`config.mk`:
```
export PLATFORM = sky130hd
export DESIGN_NAME = alien_formation_mover
export DESIGN_NICKNAME = d
export VERILOG_FILES = /design/src/rtl/alien_formation_mover.sv
export SDC_FILE = /design/constraint.sdc
export NUM_CORES = 1
export LEC_CHECK = 0
export ABC_CLOCK_PERIOD_IN_PS = 8690
export CORE_MARGIN = 1
export CORE_UTILIZATION = 64
export CTS_CLUSTER_DIAMETER = 80
export CTS_CLUSTER_SIZE = 14
export DETAILED_ROUTE_END_ITERATION = 10
export HOLD_SLACK_MARGIN = 0.12
export PLACE_DENSITY = 0.83
export SYNTH_ARGS = -nofsm -noshare
export SYNTH_HDL_FRONTEND = slang
export SYNTH_SLANG_ARGS = --single-unit
```
`constraint.sdc`:
```
create_clock -name clk -period 8.69 [get_ports clk]
set_input_delay 2.607 -clock clk [delete_from_list [all_inputs] [get_ports clk]]
set_output_delay 2.607 -clock clk [all_outputs]
set_load 0.005 [all_outputs]
```
`src/rtl/alien_formation_mover.sv`:
```
`default_nettype none
// ============================================================================
// Module      : alien_formation_mover
// Description : Per-frame motion controller for the alien formation. Sweeps
//               right / down / left / down in sub-pixel fixed point. The edges
//               follow the surviving columns, the speed grows with kills, the
//               block can freeze or restart, and it flags a landed formation.
// Revision    : 1.0 - initial release
// ============================================================================
module alien_formation_mover #(
  parameter int INIT_X      = 40,
  parameter int INIT_Y      = 40,
  parameter int LEFT_BOUND  = 40,
  parameter int RIGHT_BOUND = 599,
  parameter int BOTTOM_Y    = 400,
  parameter int Y_GAP       = 8,
  parameter int FRAC_BITS   = 6,
  parameter int BASE_SPEED  = 32,
  parameter int SPEED_STEP  = 4,
  parameter int MAX_ALIENS  = 40,
  parameter int TURBO_MULT  = 10,
  parameter int ALIVE_W     = 6
) (
  input  logic                clk,
  input  logic                resetN,
  input  logic                startOfFrame,
  input  logic                turbo,
  input  logic                freeze,
  input  logic                restart,
  input  logic [ALIVE_W-1:0]  aliveCount,
  input  logic [10:0]         leftColOffset,
  input  logic [10:0]         rightColOffset,
  output logic signed [10:0]  topLeftX,
  output logic signed [10:0]  topLeftY,
  output logic                movingRight,
  output logic                stepDown,
  output logic                landed
);

  localparam logic [2:0] S_RIGHT  = 3'd0;
  localparam logic [2:0] S_DOWN_L = 3'd1;
  localparam logic [2:0] S_LEFT   = 3'd2;
  localparam logic [2:0] S_DOWN_R = 3'd3;
  localparam logic [2:0] S_LANDED = 3'd4;

  // One pixel in fixed-point units, and the fixed-point forms of the constants.
  localparam int ONE_PX    = 1 << FRAC_BITS;
  localparam int X_INIT_FP = INIT_X * ONE_PX;
  localparam int Y_INIT_FP = INIT_Y * ONE_PX;
  localparam int Y_GAP_FP  = Y_GAP * ONE_PX;
  localparam int BOTTOM_FP = BOTTOM_Y * ONE_PX;

  logic [2:0]         state_q, state_d;
  logic signed [31:0] xFp_q, xFp_d;
  logic signed [31:0] yFp_q, yFp_d;
  logic signed [31:0] yTarget_q, yTarget_d;
  logic signed [31:0] speed_q, speed_d;
  logic               stepDown_q, stepDown_d;
  logic               landed_q, landed_d;

  logic signed [31:0] aliveExt;
  logic signed [31:0] aliveSat;
  logic signed [31:0] speedBase;
  logic signed [31:0] speedNew;
  logic signed [31:0] xMax;
  logic signed [31:0] xMin;
  logic signed [31:0] xStep;
  logic signed [31:0] yStep;

  // Kill-scaled speed and live-column edge limits, all in fixed point.
  always_comb begin
    aliveExt  = {{(32-ALIVE_W){1'b0}}, aliveCount};
    aliveSat  = (aliveExt > MAX_ALIENS) ? MAX_ALIENS : aliveExt;
    speedBase = BASE_SPEED + (MAX_ALIENS - aliveSat) * SPEED_STEP;
    speedNew  = turbo ? speedBase * TURBO_MULT : speedBase;
    xMax      = (RIGHT_BOUND - $signed({21'd0, rightColOffset})) * ONE_PX;
    xMin      = (LEFT_BOUND  - $signed({21'd0, leftColOffset}))  * ONE_PX;
  end

  // State and position registers; reset lands directly on the start position.
  always_ff @(posedge clk or negedge resetN) begin
    if (!resetN) begin
      state_q    <= S_RIGHT;
      xFp_q      <= X_INIT_FP;
      yFp_q      <= Y_INIT_FP;
      yTarget_q  <= Y_INIT_FP;
      speed_q    <= BASE_SPEED;
      stepDown_q <= 1'b0;
      landed_q   <= 1'b0;
    end else begin
      state_q    <= state_d;
      xFp_q      <= xFp_d;
      yFp_q      <= yFp_d;
      yTarget_q  <= yTarget_d;
      speed_q    <= speed_d;
      stepDown_q <= stepDown_d;
      landed_q   <= landed_d;
    end
  end

  // Next-state: restart wins, otherwise move only on an unfrozen frame pulse.
  always_comb begin
    state_d    = state_q;
    xFp_d      = xFp_q;
    yFp_d      = yFp_q;
    yTarget_d  = yTarget_q;
    speed_d    = speedNew;
    stepDown_d = 1'b0;
    xStep      = xFp_q;
    yStep      = yFp_q;
    if (restart) begin
      state_d   = S_RIGHT;
      xFp_d     = X_INIT_FP;
      yFp_d     = Y_INIT_FP;
      yTarget_d = Y_INIT_FP;
      speed_d   = BASE_SPEED;
    end else if (startOfFrame && !freeze) begin
      case (state_q)
        S_RIGHT: begin
          xStep = xFp_q + speed_q;
          if (xStep >= xMax) begin
            // Clamping also catches a formation already past a moved edge.
            xFp_d      = xMax;
            yTarget_d  = yFp_q + Y_GAP_FP;
            stepDown_d = 1'b1;
            state_d    = S_DOWN_L;
          end else begin
            xFp_d = xStep;
          end
        end
        S_LEFT: begin
          xStep = xFp_q - speed_q;
          if (xStep <= xMin) begin
            xFp_d      = xMin;
            yTarget_d  = yFp_q + Y_GAP_FP;
            stepDown_d = 1'b1;
            state_d    = S_DOWN_R;
          end else begin
            xFp_d = xStep;
          end
        end
        S_DOWN_L, S_DOWN_R: begin
          yStep = yFp_q + speed_q;
          if (yStep > yTarget_q) begin
            yStep = yTarget_q;
          end
          yFp_d = yStep;
          // Reaching the bottom beats finishing the descent.
          if (yStep >= BOTTOM_FP) begin
            state_d = S_LANDED;
          end else if (yStep == yTarget_q) begin
            state_d = (state_q == S_DOWN_L) ? S_LEFT : S_RIGHT;
          end
        end
        default: begin
          // Landed (and any unused code) holds position until restart.
        end
      endcase
    end
    landed_d = (state_d == S_LANDED);
  end

  // Outputs: pixel positions are the floor of the fixed-point registers.
  always_comb begin
    topLeftX    = xFp_q[FRAC_BITS+10:FRAC_BITS];
    topLeftY    = yFp_q[FRAC_BITS+10:FRAC_BITS];
    movingRight = (state_q == S_RIGHT) || (state_q == S_DOWN_R);
    stepDown    = stepDown_q;
    landed      = landed_q;
  end

endmodule
`default_nettype wire

```
==> metrics.csv <==
stage;metric;value;unit
floorplan;floorplan die height;149.2;um
timing;slew at the pin closest to its max-slew limit;1.004;ns
final_layout;commonest cells after routing, fill and taps aside;ha_1, nor2_1, a21oi_1, nand2_1, xnor2_1;
final_layout;total inserted antenna cells;0;
clock_network;worst-case clock buffer depth;2;
drt;final routed wirelength across all metal layers;39.06;mm
final_layout;Layout Area Growth over Synthesis;5.899;%
yosys;total standard cell area after synthesis;0.01387;sq mm
timing;Clock Skews;0.008984;ns
final_layout;Storage cell area;0.002811;sq mm
drt;mean number of vias per cell;6.461;
yosys;cell count after synthesis;1741;
timing;smallest hold slack;0.5320;ns
final_layout;final standard cell utilization of the core;0.6944;
timing;period utilisation layout;0.8268;
grt;largest net degree at the start of global routing;68;
grt;all-layer global routing usage;0.3553;
final_layout;count of fill cells added during filler insertion;1742;
clock_network;CTS tree;built;
clock_network;Post-CTS Hold Buffers;0;
grt;global-route wire length before repair;62.38;mm
drt;ANT nets after route;0;
power_and_ir_drop;cell area power density;169.8;mW/mm^2
worst_setup_path;Critical Path, Cell by Cell;inv_1 -> buf_4 -> ha_1 -> nor4_1 -> o21ai_0 -> a211oi_1 -> or4_1 -> a311o_1 -> a211oi_1 -> o21bai_1 -> xnor2_1 -> ha_1 -> nand4_1 -> or2_2 -> nor3_1 -> o2bb2ai_1 -> o41ai_1 -> or2_2 -> and3_1 -> nor4_2 -> buf_4 -> and3_1 -> a21oi_1 -> nor2_1;
floorplan;overall die area;0.02227;sq mm
floorplan;Die X;149.2;um
clock_network;number of H-tree levels;3;
final_layout;fraction of layout cells with a size suffix above 1;0.03891;
worst_setup_path;endpoint arrival time on the critical path;7.48;ns
worst_setup_path;worst-path fanout max;25;
grt;total congestion overflow;0;
yosys;Net Count, Synth;1969;
timing;crit path time final;7.185;ns
floorplan;I/O pin count;59;
clock_network;number of resized instances in the post-cts repair step;0;
yosys;count of distinct cell types in the synthesized netlist;90;
power_and_ir_drop;Leak;6.717;nW
yosys;Seq/Total Area, Yosys;0.2027;
yosys;flip-flop cell with the highest count after synthesis;dfrtp_1;
min_path;Hold/Removal Path Class;reg2reg;
worst_setup_path;slowest stage delay, CP;0.91;ns
drt;via count of the routed design;12902;
worst_setup_path;startpoint kind of the worst setup timing path;register;
clock_network;cell at the root of the clock tree;clkbuf_16;
floorplan;Std-Cell Core Area;0.02115;sq mm
clock_network;number of sinks handled by clock tree synthesis;112;
power_and_ir_drop;worst-case vdd ir drop;98.85;uV
timing;upper clock frequency limit;0.1392;GHz
timing;number of setup violations in the final report;0;
drt;detailed router's first-iteration violation count;907;
timing;number of endpoints with negative hold slack in the final report;0;
yosys;Syn. warnings;0;
yosys;number of flops mapped to enable cells by yosys;0;
timing;final total negative setup slack;0;ns
final_layout;post-route insts no fill;1997;
final_layout;multi-input logic area;0.01019;sq mm
yosys;number of synthesized register bits;112;
timing;Slew HR;0.3246;
floorplan;starting density of the core;0.6557;
grt;number of global-route vias before repair;12297;
status;status;complete, no violations;
placement;total half-perimeter wirelength after legalization and detailed placement;30.17;mm
placement;number of cells after detailed placement;1981;
final_layout;Total Nets Final;1945;
clock_network;Inserted Clock Buffers;9;
placement;Port Buffers;58;
job;MaxCap Viol Count;0;
clock_network;clock slew seen by the registers of the worst setup and hold paths;0.08;ns
worst_setup_path;kind of critical path;reg2reg;
yosys;per-instance average area after synthesis;7.967;sq um
placement;routability congestion estimate;1.000;
timing;fin. max-slew vios;0;
floorplan;number of standard-cell rows in the floorplan;53;
clock_network;Setup Fix Bufs, Post-CTS;0;
worst_setup_path;Setup crit end kind;register;
yosys;fraction of registers with async set or reset after synthesis;1.000;
drt;drt drc;0;
grt;antenna violations before repair;0;
worst_setup_path;required time at the worst-slack endpoint;8.98;ns
worst_setup_path;Critical-path top delay cell;nor4_1;
clock_network;insertion delay of the later-clocked pin in the worst-skew pair;0.37;ns
final_layout;most common library cell in the layout ignoring fill and taps;ha_1;
drt;final routed wire length divided by cell count;19.56;um
timing;unrepaired setup endpoints after global routing;false;
drt;DRT Pass-1 Iters;6;
power by group:
| part | total (mW) | internal (mW) | leakage, nW | switching, mW |
|---|---|---|---|---|
| Clock | 0.427 | 0.207 | 0.135 | 0.219 |
| Combinational | 1.45 | 0.582 | 5.07 | 0.864 |
| Sequential | 0.621 | 0.563 | 1.51 | 0.0578 |
| Total | 2.49 | 1.35 | 6.72 | 1.14 |
critical path: cells and delay by family (launching register included):
kind,cells,cell delay [ns]
simple gates,10,3.18
compound gates,8,2.05
fa+ha+maj,2,0.77
buf+inv,3,0.57
flops,1,0.40
xor+xnor,1,0.13
final cells by class:
| class | instances | area share |
|---|---|---|
| clock buffers | 12 | 0.01678 |
| clock inverters | 4 | 0.002470 |
| inverters | 99 | 0.02530 |
| multi-input cells | 1422 | 0.6939 |
| flip-flops and latches | 112 | 0.1914 |
| well taps | 275 | 0.02342 |
| repair buffers | 73 | 0.04668 |
registers in the layout (all words and copies together) (netlist names):
| signal | flops |
|---|---|
| yFp_q | 32 |
| yTarget_q | 32 |
| xFp_q | 30 |
| speed_q | 13 |
| state_q | 3 |
| landed | 1 |
| stepDown | 1 |
synthesized netlist by cell type (all sizes together), types with 6 or more instances:
library cell  count  area [sq um]
a31oi             9         56.30
a21o             49         367.9
nand2b           20         125.1
o21ai            74         370.3
xnor2           108         945.9
and2             19         118.9
o21a             19         143.9
nor2b            21         131.4
o31ai            12         100.1
nor2            181         679.4
dfrtp           105          2628
dfstp             7         183.9
xor2             39         341.6
nand2           117         439.2
o211ai           16         120.1
nor3b             7         52.55
or2               8         50.05
or3              16         100.1
a211oi           64         490.5
o2111ai           7         61.31
nand3            37         185.2
and3             20         125.1
nor3             38         190.2
a21oi           136         684.4
nand4            34         212.7
inv              99         371.6
a211o             8         70.07
nor4             19         118.9
or4               6         48.80
ha              191          2390
mux2i            32         320.3
buf              33         236.5
a311oi            6         58.80
o21bai           19         142.6
o221ai            9         78.83
clkbuf           75         281.5
final timing paths:
check | startpoint | slack [ns] | endpoint | cells after the start
setup / recovery | speed_q[30] | 1.51 | xFp_q[30] | 24
setup reg to reg | speed_q[30] | 1.51 | xFp_q[30] | 24
hold / removal | xFp_q[29] | 0.53 | xFp_q[29] | 2
max in group asynchronous | resetN | 5.12 | speed_q[13] | 2
min in group asynchronous | resetN | 2.26 | xFp_q[7] | 1
hold reg to reg | xFp_q[29] | 0.53 | xFp_q[29] | 2
layer usage:
layer / vias up / wire [um] / global-route usage
li1: 6237 / - / -
met4: 0 / 1496 / 0.1684
met2: 459 / 18930 / 0.6144
met3: 95 / 2261 / 0.04924
met1: 6111 / 16370 / 0.4341
met5: - / 0 / 0
kinds of logic (layout without fill, tap and decap cells):
kind of cell,count (synthesis),after routing,synth area share
adders and majority gates,194,194,0.1766
DFF,112,112,0.2027
and+or+nand+nor,557,557,0.1948
AOI/OAI and AO/OA,487,487,0.2385
muxes,33,33,0.02390
buffers and inverters,207,188,0.06414
xor gates and xnor gates,151,151,0.09932
per-stage QoR:
stage	area [sq um]	power (mW)	worst slack, ns
floorplan	13870	1.677	1.638
global placement	14410	2.016	1.480
detailed placement	14410	2.046	1.396
CTS	14690	2.476	1.573
global route	14690	2.660	1.129
finish	14690	2.494	1.505
Note: power is estimated with default switching activity, not from simulation.
